$ cat src/rtl/stage2_pkg.sv
// Shared types and constants for the stage2 leg-geometry solver:
// FSM states, port widths, fixed-point defaults and saturation limits.
package stage2_pkg;
  localparam int FRAC_BITS_DEF = 12;
  localparam int DIV_ITER_DEF  = 28;

  localparam int L_W       = 16;
  localparam int M_W       = 14;
  localparam int N_W       = 15;
  localparam int SQ_W      = 30;
  localparam int RADIUS_W  = 15;
  localparam int RATIO_L_W = 13;
  localparam int RATIO_N_W = 16;

  localparam int RATIO_L_MAX = 4096;
  localparam int RATIO_N_MAX = 32767;

  typedef enum logic [2:0] {
    IDLE,
    SQUARE,
    SQRT,
    DIV_L,
    DIV_N,
    DONE
  } state_e;

  typedef struct packed {
    logic [RATIO_L_W-1:0] value;
    logic                 unreach;
  } ratio_l_t;

  typedef struct packed {
    logic signed [RATIO_N_W-1:0] value;
    logic                        div_zero;
    logic                        sat;
  } ratio_n_t;
endpackage

$ cat src/rtl/stage2_if.sv
// Request/result bundle of stage2: one-cycle request strobe with leg terms,
// busy/overrun status and the registered result set with its strobe.
interface stage2_if;
  import stage2_pkg::*;

  logic                        valid;
  logic        [L_W-1:0]       L;
  logic        [M_W-1:0]       M;
  logic signed [N_W-1:0]       N;
  logic                        busy;
  logic        [RADIUS_W-1:0]  radius;
  logic        [RATIO_L_W-1:0] ratio_l;
  logic signed [RATIO_N_W-1:0] ratio_n;
  logic                        unreachable;
  logic                        div_zero;
  logic                        sat_n;
  logic                        overrun;
  logic                        out_valid;

  modport master (
    output valid, L, M, N,
    input  busy, radius, ratio_l, ratio_n, unreachable, div_zero, sat_n,
           overrun, out_valid
  );

  modport slave (
    input  valid, L, M, N,
    output busy, radius, ratio_l, ratio_n, unreachable, div_zero, sat_n,
           overrun, out_valid
  );
endinterface

$ cat src/rtl/seq_divider.sv
// Iterative unsigned restoring divider, one quotient bit per cycle.
// The first iteration runs on the start edge; done flags the last iteration.
module seq_divider #(
  parameter int DIV_ITER = 28,
  parameter int DVS_W    = 15
) (
  input  logic                clock,
  input  logic                rst,
  input  logic                start,
  input  logic [DIV_ITER-1:0] dividend,
  input  logic [DVS_W-1:0]    divisor,
  output logic                busy,
  output logic                done,
  output logic [DIV_ITER-1:0] quotient
);
  localparam int CNT_W = $clog2(DIV_ITER + 1);
  localparam logic [CNT_W-1:0] ITER_LAST = CNT_W'(DIV_ITER - 1);

  logic [DVS_W-1:0]    rem_q, rem_d, cur_rem;
  logic [DIV_ITER-1:0] quo_q, quo_d, cur_quo;
  logic [CNT_W-1:0]    cnt_q, cnt_d;
  logic [DVS_W:0]      trial;

  always_comb begin
    cur_rem = start ? '0 : rem_q;
    cur_quo = start ? dividend : quo_q;
    trial   = {cur_rem, cur_quo[DIV_ITER-1]};
    rem_d   = rem_q;
    quo_d   = quo_q;
    cnt_d   = cnt_q;
    if (start || cnt_q != '0) begin
      if (trial >= {1'b0, divisor}) begin
        rem_d = DVS_W'(trial - {1'b0, divisor});
        quo_d = {cur_quo[DIV_ITER-2:0], 1'b1};
      end else begin
        rem_d = trial[DVS_W-1:0];
        quo_d = {cur_quo[DIV_ITER-2:0], 1'b0};
      end
      cnt_d = start ? ITER_LAST : cnt_q - CNT_W'(1);
    end
  end

  always_ff @(posedge clock) begin
    if (rst) begin
      rem_q <= '0;
      quo_q <= '0;
      cnt_q <= '0;
    end else begin
      rem_q <= rem_d;
      quo_q <= quo_d;
      cnt_q <= cnt_d;
    end
  end

  assign busy     = (cnt_q != '0);
  assign done     = (cnt_q == CNT_W'(1));
  assign quotient = quo_q;
endmodule

$ cat src/rtl/stage2.sv
// Leg solver: radius = isqrt(M^2+N^2), ratio_l = L/radius (Q1.12),
// ratio_n = N/M (Q3.12), computed serially with fixed latency.
module stage2
  import stage2_pkg::*;
#(
  parameter int FRAC_BITS = FRAC_BITS_DEF,
  parameter int DIV_ITER  = DIV_ITER_DEF
) (
  input  logic     clock,
  input  logic     rst,
  stage2_if.slave  bus
);
  state_e                      state_q, state_d;
  logic        [L_W-1:0]       l_q, l_d;
  logic        [M_W-1:0]       m_q, m_d;
  logic signed [N_W-1:0]       n_q, n_d;
  logic        [SQ_W-1:0]      s_q, s_d;
  logic        [RADIUS_W+2:0]  sq_rem_q, sq_rem_d, sq_acc, sq_trial;
  logic        [RADIUS_W-1:0]  root_q, root_d;
  logic        [3:0]           sq_cnt_q, sq_cnt_d;
  logic        [DIV_ITER-1:0]  q_l_q, q_l_d;
  logic        [RADIUS_W-1:0]  radius_q, radius_d;
  logic        [RATIO_L_W-1:0] ratio_l_q, ratio_l_d;
  logic signed [RATIO_N_W-1:0] ratio_n_q, ratio_n_d;
  logic                        unreachable_q, unreachable_d;
  logic                        div_zero_q, div_zero_d;
  logic                        sat_n_q, sat_n_d;
  logic                        overrun_q, overrun_d;
  logic                        out_valid_q, out_valid_d;

  logic        [N_W-1:0]       n_abs;
  logic                        div_start, div_busy, div_done;
  logic        [DIV_ITER-1:0]  div_dividend, div_quotient;
  logic        [RADIUS_W-1:0]  div_divisor;
  ratio_l_t                    rl;
  ratio_n_t                    rn;

  function automatic ratio_l_t sat_ratio_l(input logic [DIV_ITER-1:0] q,
                                           input logic [RADIUS_W-1:0] r);
    ratio_l_t res;
    if (r == '0 || q > DIV_ITER'(RATIO_L_MAX)) begin
      res.value   = RATIO_L_W'(RATIO_L_MAX);
      res.unreach = 1'b1;
    end else begin
      res.value   = q[RATIO_L_W-1:0];
      res.unreach = 1'b0;
    end
    return res;
  endfunction

  // M=0 bypasses the quotient entirely; otherwise clip magnitude, then apply sign of N.
  function automatic ratio_n_t sat_ratio_n(input logic [DIV_ITER-1:0] q,
                                           input logic m_zero,
                                           input logic signed [N_W-1:0] n);
    ratio_n_t                    res;
    logic signed [RATIO_N_W-1:0] mag;
    mag          = RATIO_N_W'(RATIO_N_MAX);
    res.value    = '0;
    res.div_zero = m_zero;
    res.sat      = 1'b0;
    if (m_zero) begin
      if (n > 0)      res.value = mag;
      else if (n < 0) res.value = -mag;
    end else begin
      if (q > DIV_ITER'(RATIO_N_MAX)) res.sat = 1'b1;
      else                            mag = $signed(q[RATIO_N_W-1:0]);
      res.value = n[N_W-1] ? -mag : mag;
    end
    return res;
  endfunction

  seq_divider #(
    .DIV_ITER (DIV_ITER),
    .DVS_W    (RADIUS_W)
  ) u_div (
    .clock    (clock),
    .rst      (rst),
    .start    (div_start),
    .dividend (div_dividend),
    .divisor  (div_divisor),
    .busy     (div_busy),
    .done     (div_done),
    .quotient (div_quotient)
  );

  always_comb begin
    state_d       = state_q;
    l_d           = l_q;
    m_d           = m_q;
    n_d           = n_q;
    s_d           = s_q;
    sq_rem_d      = sq_rem_q;
    root_d        = root_q;
    sq_cnt_d      = sq_cnt_q;
    q_l_d         = q_l_q;
    radius_d      = radius_q;
    ratio_l_d     = ratio_l_q;
    ratio_n_d     = ratio_n_q;
    unreachable_d = unreachable_q;
    div_zero_d    = div_zero_q;
    sat_n_d       = sat_n_q;
    overrun_d     = overrun_q;
    out_valid_d   = 1'b0;
    div_start     = 1'b0;

    n_abs        = n_q[N_W-1] ? N_W'(-n_q) : N_W'(n_q);
    sq_acc       = {sq_rem_q[RADIUS_W:0], s_q[SQ_W-1 -: 2]};
    sq_trial     = {1'b0, root_q, 2'b01};
    div_dividend = (state_q == DIV_N) ? (DIV_ITER'(n_abs) << FRAC_BITS)
                                      : (DIV_ITER'(l_q) << FRAC_BITS);
    div_divisor  = (state_q == DIV_N) ? RADIUS_W'(m_q) : root_q;
    rl           = sat_ratio_l(q_l_q, root_q);
    rn           = sat_ratio_n(div_quotient, m_q == '0, n_q);

    if (bus.valid && state_q != IDLE) overrun_d = 1'b1;

    case (state_q)
      IDLE: begin
        if (bus.valid) begin
          l_d     = bus.L;
          m_d     = bus.M;
          n_d     = bus.N;
          state_d = SQUARE;
        end
      end
      SQUARE: begin
        s_d      = SQ_W'(m_q) * SQ_W'(m_q) + SQ_W'(n_abs) * SQ_W'(n_abs);
        sq_rem_d = '0;
        root_d   = '0;
        sq_cnt_d = '0;
        state_d  = SQRT;
      end
      SQRT: begin
        if (sq_acc >= sq_trial) begin
          sq_rem_d = sq_acc - sq_trial;
          root_d   = {root_q[RADIUS_W-2:0], 1'b1};
        end else begin
          sq_rem_d = sq_acc;
          root_d   = {root_q[RADIUS_W-2:0], 1'b0};
        end
        s_d      = {s_q[SQ_W-3:0], 2'b00};
        sq_cnt_d = sq_cnt_q + 4'd1;
        if (sq_cnt_q == 4'(RADIUS_W - 1)) state_d = DIV_L;
      end
      DIV_L: begin
        div_start = !div_busy;
        if (div_done) state_d = DIV_N;
      end
      DIV_N: begin
        // Divider still holds the L quotient on its start cycle.
        div_start = !div_busy;
        if (div_start) q_l_d = div_quotient;
        if (div_done) state_d = DONE;
      end
      DONE: begin
        radius_d      = root_q;
        ratio_l_d     = rl.value;
        unreachable_d = rl.unreach;
        ratio_n_d     = rn.value;
        div_zero_d    = rn.div_zero;
        sat_n_d       = rn.sat;
        out_valid_d   = 1'b1;
        state_d       = IDLE;
      end
      default: state_d = IDLE;
    endcase
  end

  always_ff @(posedge clock) begin
    if (rst) begin
      state_q       <= IDLE;
      l_q           <= '0;
      m_q           <= '0;
      n_q           <= '0;
      s_q           <= '0;
      sq_rem_q      <= '0;
      root_q        <= '0;
      sq_cnt_q      <= '0;
      q_l_q         <= '0;
      radius_q      <= '0;
      ratio_l_q     <= '0;
      ratio_n_q     <= '0;
      unreachable_q <= 1'b0;
      div_zero_q    <= 1'b0;
      sat_n_q       <= 1'b0;
      overrun_q     <= 1'b0;
      out_valid_q   <= 1'b0;
    end else begin
      state_q       <= state_d;
      l_q           <= l_d;
      m_q           <= m_d;
      n_q           <= n_d;
      s_q           <= s_d;
      sq_rem_q      <= sq_rem_d;
      root_q        <= root_d;
      sq_cnt_q      <= sq_cnt_d;
      q_l_q         <= q_l_d;
      radius_q      <= radius_d;
      ratio_l_q     <= ratio_l_d;
      ratio_n_q     <= ratio_n_d;
      unreachable_q <= unreachable_d;
      div_zero_q    <= div_zero_d;
      sat_n_q       <= sat_n_d;
      overrun_q     <= overrun_d;
      out_valid_q   <= out_valid_d;
    end
  end

  assign bus.busy        = (state_q != IDLE);
  assign bus.radius      = radius_q;
  assign bus.ratio_l     = ratio_l_q;
  assign bus.ratio_n     = ratio_n_q;
  assign bus.unreachable = unreachable_q;
  assign bus.div_zero    = div_zero_q;
  assign bus.sat_n       = sat_n_q;
  assign bus.overrun     = overrun_q;
  assign bus.out_valid   = out_valid_q;
endmodule

$ cat src/flat_wrapper.sv
// flat-port wrapper written by rule: the top's interface ports become plain ports
module stage2_flat import stage2_pkg::*;
#(
  parameter int FRAC_BITS = FRAC_BITS_DEF,
  parameter int DIV_ITER  = DIV_ITER_DEF
)
  (clock, rst, bus_valid, bus_L, bus_M, bus_N, bus_busy, bus_radius, bus_ratio_l, bus_ratio_n, bus_unreachable, bus_div_zero, bus_sat_n, bus_overrun, bus_out_valid);
  stage2_if bus_i ();
  input  logic clock;
  input  logic rst;
  input wire logic [$bits(bus_i.valid)-1:0] bus_valid;
  input wire logic [$bits(bus_i.L)-1:0] bus_L;
  input wire logic [$bits(bus_i.M)-1:0] bus_M;
  input wire logic [$bits(bus_i.N)-1:0] bus_N;
  output wire logic [$bits(bus_i.busy)-1:0] bus_busy;
  output wire logic [$bits(bus_i.radius)-1:0] bus_radius;
  output wire logic [$bits(bus_i.ratio_l)-1:0] bus_ratio_l;
  output wire logic [$bits(bus_i.ratio_n)-1:0] bus_ratio_n;
  output wire logic [$bits(bus_i.unreachable)-1:0] bus_unreachable;
  output wire logic [$bits(bus_i.div_zero)-1:0] bus_div_zero;
  output wire logic [$bits(bus_i.sat_n)-1:0] bus_sat_n;
  output wire logic [$bits(bus_i.overrun)-1:0] bus_overrun;
  output wire logic [$bits(bus_i.out_valid)-1:0] bus_out_valid;
  assign bus_i.valid = bus_valid;
  assign bus_i.L = bus_L;
  assign bus_i.M = bus_M;
  assign bus_i.N = bus_N;
  assign bus_busy = bus_i.busy;
  assign bus_radius = bus_i.radius;
  assign bus_ratio_l = bus_i.ratio_l;
  assign bus_ratio_n = bus_i.ratio_n;
  assign bus_unreachable = bus_i.unreachable;
  assign bus_div_zero = bus_i.div_zero;
  assign bus_sat_n = bus_i.sat_n;
  assign bus_overrun = bus_i.overrun;
  assign bus_out_valid = bus_i.out_valid;
  stage2 #(.FRAC_BITS(FRAC_BITS), .DIV_ITER(DIV_ITER)) u_core (.clock(clock), .rst(rst), .bus(bus_i));
endmodule
$ cat config.mk
export PLATFORM = sky130hd
export DESIGN_NAME = stage2_flat
export DESIGN_NICKNAME = d
export VERILOG_FILES = /design/src/rtl/stage2_pkg.sv /design/src/rtl/stage2_if.sv /design/src/rtl/seq_divider.sv /design/src/rtl/stage2.sv /design/src/flat_wrapper.sv
export SDC_FILE = /design/constraint.sdc
export NUM_CORES = 1
export LEC_CHECK = 0
export ABC_CLOCK_PERIOD_IN_PS = 19800
export CAP_MARGIN = 30
export CORE_MARGIN = 5
export CORE_UTILIZATION = 60
export DETAILED_ROUTE_END_ITERATION = 10
export PLACE_DENSITY = 0.91
export SKIP_CTS_REPAIR_TIMING = 1
export SLEW_MARGIN = 40
export SYNTH_ARGS = -nofsm -noshare
export SYNTH_HDL_FRONTEND = slang
export SYNTH_SLANG_ARGS = --single-unit
$ cat constraint.sdc
create_clock -name clock -period 19.8 [get_ports clock]
set_input_delay 4.95 -clock clock [delete_from_list [all_inputs] [get_ports clock]]
set_output_delay 4.95 -clock clock [all_outputs]
set_load 0.1 [all_outputs]
# --- Word-level counts from Yosys, hierarchy flattened ---
# Cells that the tools add are included.
op_classes:
  addsub: 7
  mul: 2
  n_lt_le_gt_ge: 6
  eq_ne: 11
  muxes: 30
  bitwise_logic: 1
  n_reduce_logical: 14
op_table:
  columns: ["op", "n"]
  rows:
  - ["2-to-1 mux 16 bit", 7]
  - ["2-to-1 mux 15 bit", 4]
  - ["one-hot mux 30 bit (2 select lines)", 1]
  - ["2-to-1 mux 28 bit", 2]
  - ["one-hot mux 16 bit (2 select lines)", 1]
  - ["adder 28 x 30 -> 30 bit", 1]
  - ["multiplier 15 x 15 -> 30 bit", 1]
  - ["one-hot mux 15 bit (2 select lines)", 1]
  - ["greater-than comparator 28 x 13 -> 1 bit (second input constant)", 1]
  - ["greater-than comparator 28 x 15 -> 1 bit (second input constant)", 1]
  - ["multiplier 14 x 14 -> 28 bit", 1]
  - [">= comparator 18 x 17 -> 1 bit", 1]
  - [">= comparator 16 x 15 -> 1 bit", 1]
  - ["negation 16 bit", 1]
  - ["subtractor 16 bit", 1]
  - ["greater-than comparator 15 x 1 -> 1 bit (second input constant)", 1]
  - ["logical NOT 15 bit", 1]
  - ["< comparator 15 x 1 -> 1 bit (second input constant)", 1]
  - ["negation 15 bit", 1]
  - ["one-hot mux 3 bit (5 select lines)", 1]
  - ["subtractor 15 bit", 1]
  - ["logical NOT 14 bit", 1]
  - ["2-to-1 mux 14 bit", 1]
  - ["2-to-1 mux 3 bit", 4]
  - ["23 further kinds", 34]
totals:
  register_bits: 238
  out_inout_bits: 50
  word_cells: 91

# --- Depth between registers and ports, before layout ---
depth:
  word_depth: 6
  ltp_mapped: 32
  ltp_nobuf: 30

# --- Hierarchy ---
# A second synthesis with hierarchy kept.
hier_totals:
  hier_cells: 2955
  area_unflattened_um2: 24262.0
by_module_without_submodules:
  columns: ["module", "instances", "cells_each", "area_each_um2", "seq_area_each_um2"]
  rows:
  - ["stage2", 1, 2524, 21095.2, 3803.6]
  - ["seq_divider", 1, 431, 3166.8, 960.9]

# --- Worst setup path before layout ---
# No wires, ideal clock.
synth_timing:
  path_kind: "reg-to-reg"
  start: "register u_core.n_q[0]"
  end: "register u_core.s_q[28]"
  setup_time_ns: 0.130
  t_arrival_ns: 8.253
  required_ns: 19.670
  slack_ns: 11.417
  path_stages_with_launch: 32
  n_path_buf: 1
  period_less_slack_ns: 8.383
  path_cell_list: "dfxtp_1 clkbuf_1 clkinv_1 ha_1 and3_1 inv_1 o21ai_0 xor2_1 clkinv_1 nand2_1 inv_1 fa_1 fa_1 inv_1 fa_1 inv_1 fa_1 fa_1 fa_1 fa_1 inv_1 fa_1 inv_1 ha_1 a21o_1 a21oi_1 o21ai_0 a32oi_1 nor2_1 a2111oi_0 mux2i_1 o22ai_1"
synth_via:
  elab_chain_cells: 5
synth_lines:
  columns: ["item", "line", "rtl"]
  rows:
  - ["start: declaration", "stage2.sv:16", "logic signed [N_W-1:0] n_q, n_d;"]
  - ["start signal: assignment", "stage2.sv:192", "n_q <= n_d;"]
  - ["negation 15 bit", "stage2.sv:106", "n_abs = n_q[N_W-1] ? N_W'(-n_q) : N_W'(n_q);"]
  - ["2-to-1 mux 15 bit (*)", "stage2.sv:106", null]
  - ["multiplier 15 x 15 -> 30 bit (*)", "stage2.sv:127", "s_d = SQ_W'(m_q) * SQ_W'(m_q) + SQ_W'(n_abs) * SQ_W'(n_abs);"]
  - ["adder 28 x 30 -> 30 bit (*)", "stage2.sv:127", null]
  - ["one-hot mux 30 bit (2 select lines) (*)", "stage2.sv:117", "case (state_q)"]
  - ["end signal: assignment", "stage2.sv:175", "s_q <= '0;"]
  - ["end signal: assignment", "stage2.sv:193", "s_q <= s_d;"]
  - ["end: declaration", "stage2.sv:17", "logic [SQ_W-1:0] s_q, s_d;"]
# Every way passes the cells marked *; elsewhere a longest branch is shown, timed or not.
# A chain may end at the register's enable or synchronous reset.

# --- Final worst setup path ---
# Ends and elaborated chain as after synthesis.

==> flow_summary.yaml <==
outcome:
  status: "finished, final reports clean"
power_and_ir_drop:
  power_density_nw_per_um2: 111
  design_power_total_mw: 2.82
  p_leak_nw: 12.5
  vdd_ir_drop_max_mv: 0.112
clock_network:
  worstSkewPairLatency_ps: 550
  clk_pin_slew_ps: 60
  cts-root-buf: "clkbuf_16"
  cts_made_buffers: 27
  h-tree-depth: 1
  clock-sinks: 238
  cts_tree: "built"
  cts_buffer_depth: 3
critical_path:
  critPathMaxStageDelay_ps: 610
  end_kind: "register"
  worst-setup-path-type: "register to register"
  cp_slowest_cell: "dfxtp_1"
  cp.required_ps: 20210
  crit_path_start_kind: "register"
  cpMostUsedCell: "fa_1"
  cp_max_fo: 13
  cp.arrival_ps: 9620
yosys:
  synth_edf_count: 0
  async_flop_share: 0
  synth_cell_type_count: 74
  syn_area_sq_um: 23500
  synth.area.top_cells: "fa_1 26%, dfxtp_1 20%, ha_1 10%"
  ys_ff_latch: 238
  synth_cells: 2797
  yosys.area.top_type: "fa_1"
  yosys_warnings: 0
  seq_area_frac_synth: 0.203
  synth_top_area_share: 0.262
  ys.flop_type: "dfxtp_1"
  syn_area_per_cell_sq_um: 8.41
grt:
  track_usage: 0.289
  grt_start_max_net_pins: 76
  antenna_found_initial: 1
  overflow: 0
  grt_pass1_vias: 20500
  grt_pass1_wl_mm: 104
run:
  cap_viol_max_count: 0
placed_design:
  portBuffers: 97
  dp_hpwl_mm: 48.4
  place_congestion: 0.978
layout:
  nNetsFinal: 3368
  syn_to_final_growth_pct: 8.39
  multi_input_area_sq_um: 16600
  fill_cells: 2927
  drive_above_1_share: 0.0526
  layout.area.seq_sq_um: 4770
drt:
  first_pass_iters: 6
  postRouteAntennaNets: 0
  via_count: 19900
  drtIter0Drc: 2127
  drc: 0
  via_per_inst: 5.93
  wl_per_cell_um: 19.0
  wirelength_mm: 63.5
timing:
  final_max_slew_viol_count: 0
  clock.fmax_mhz: 109
  fin_crit_sh: 0.465
  hold_viol_final: 0
  fin_setup_tns_ps: 0
  setup_viol: 0
  period_needed_ps: 9210
  rsz0062_at_grt: "no"
  maxSlewHeadroom: 0.372
  fin_worst_skew_ps: 27.6
  worst_slew_pin_slew_ps: 940
floorplanning:
  die_area_sq_um: 43300
  die_y_um: 208
  placementRows: 72
  ioPinCount: 98
  die_w_um: 208
  coreArea_sq_um: 38700
  start_util: 0.607
worst_hold_path:
  hold_class: "register to register"
-- power breakdown --
group          total, mW  switching [mW]  internal (mW)
registers          0.614          0.0724          0.542
clock network      0.496           0.206          0.290
logic               1.71            1.03          0.679
total               2.82            1.31           1.51
-- final timing paths --
path / start / endpoint / slack, ps / depth (start not counted)
worst max-delay path: u_core.n_q[0] / u_core.s_q[28] / 10590 / 31
worst min-delay path: u_core.bus.radius[2] / u_core.bus.radius[2] / 460 / 2
worst max register to register: u_core.n_q[0] / u_core.s_q[28] / 10590 / 31
worst min register to register: u_core.bus.radius[2] / u_core.bus.radius[2] / 460 / 2
-- logic make-up after synthesis --
group,after synthesis,share of synthesized area
flip-flops,238,0.203
multiplexers,28,0.0120
XOR/XNOR,67,0.0253
AO/OA/AOI/OAI,501,0.136
buffers and inverters,593,0.0954
adder cells (fa/ha/maj),504,0.366
other,2,0.000319
AND/OR/NAND/NOR,864,0.162
-- layout make-up --
class	instances	area share
flip-flops and latches	238	0.187
clock inverters	11	0.00471
clock buffers	34	0.0291
inverters	455	0.0670
diodes	1	0.0000981
well taps	518	0.0254
multi-input cells	1974	0.652
repair buffers	120	0.0351
-- layout by cell type (no fill, tap or decap), drive strengths merged, types with 12 or more instances in the layout --
master / synthesis / layout
a211oi: 45 / 45
a21o: 32 / 32
a21oi: 207 / 207
a22o: 14 / 14
a22oi: 53 / 53
a31oi: 16 / 16
and2: 54 / 54
and3: 17 / 17
buf: 10 / 74
clkbuf: 128 / 34
clkdlybuf4s50: 0 / 46
dfxtp: 238 / 238
fa: 308 / 308
ha: 196 / 196
inv: 450 / 452
mux2i: 26 / 26
nand2: 394 / 394
nand2b: 14 / 14
nand3: 28 / 28
nand4: 13 / 13
nor2: 217 / 217
nor2b: 17 / 17
nor3: 55 / 55
nor4: 19 / 19
o21ai: 51 / 51
o22ai: 12 / 12
xnor2: 38 / 38
xor2: 29 / 29
-- metrics by stage --
stage / worst slack [ps] / std cells / util / area (sq um) / hold WS, ps
global placement: 10810 / 3305 / 0.641 / 24800 / 443
global route: 10080 / 3351 / 0.658 / 25500 / 470
floorplan: 11420 / 2805 / - / 23600 / 432
detailed placement: 10550 / 3305 / 0.635 / 24600 / 447
finish: 10590 / 3351 / 0.658 / 25500 / 457
CTS: 10520 / 3350 / 0.658 / 25500 / 457
-- synthesized netlist by cell type, types with 28 or more instances --
cell type,number
o21ai_0,49
inv_1,450
xnor2_1,37
a21o_1,32
a211oi_1,43
and2_1,54
clkbuf_1,128
xor2_1,29
ha_1,196
nor2_1,217
nand3_1,28
nand2_1,394
dfxtp_1,238
nor3_1,55
a21oi_1,206
fa_1,308
a22oi_1,53
-- critical path: cells and delay by family, from the launching register on --
kind | cells | cell delay, ps
XOR/XNOR | 1 | 160
adder cells (fa/ha/maj) | 10 | 4920
buffers and inverters | 9 | 1260
AO/OA/AOI/OAI | 4 | 930
flip-flops | 1 | 610
multiplexers | 1 | 260
AND/OR/NAND/NOR | 6 | 930
-- per-layer routing --
layer | track usage | up-vias | part of all wire
li1 | - | 9047 | -
met1 | 0.377 | 9575 | 0.39
met2 | 0.475 | 1041 | 0.47
met3 | 0.0589 | 222 | 0.094
met4 | 0.118 | 0 | 0.049
met5 | 0 | - | 0
-- state kept, by name, indices dropped and copies added, names as in the netlist, 16 cells and up --
name and count:
u_core.bus.ratio_n 16, u_core.q_l_q 28, u_core.u_div.quotient 28, u_core.l_q 16, u_core.sq_rem_q 16, u_core.s_q 30
(Power assumes the default switching activity.)
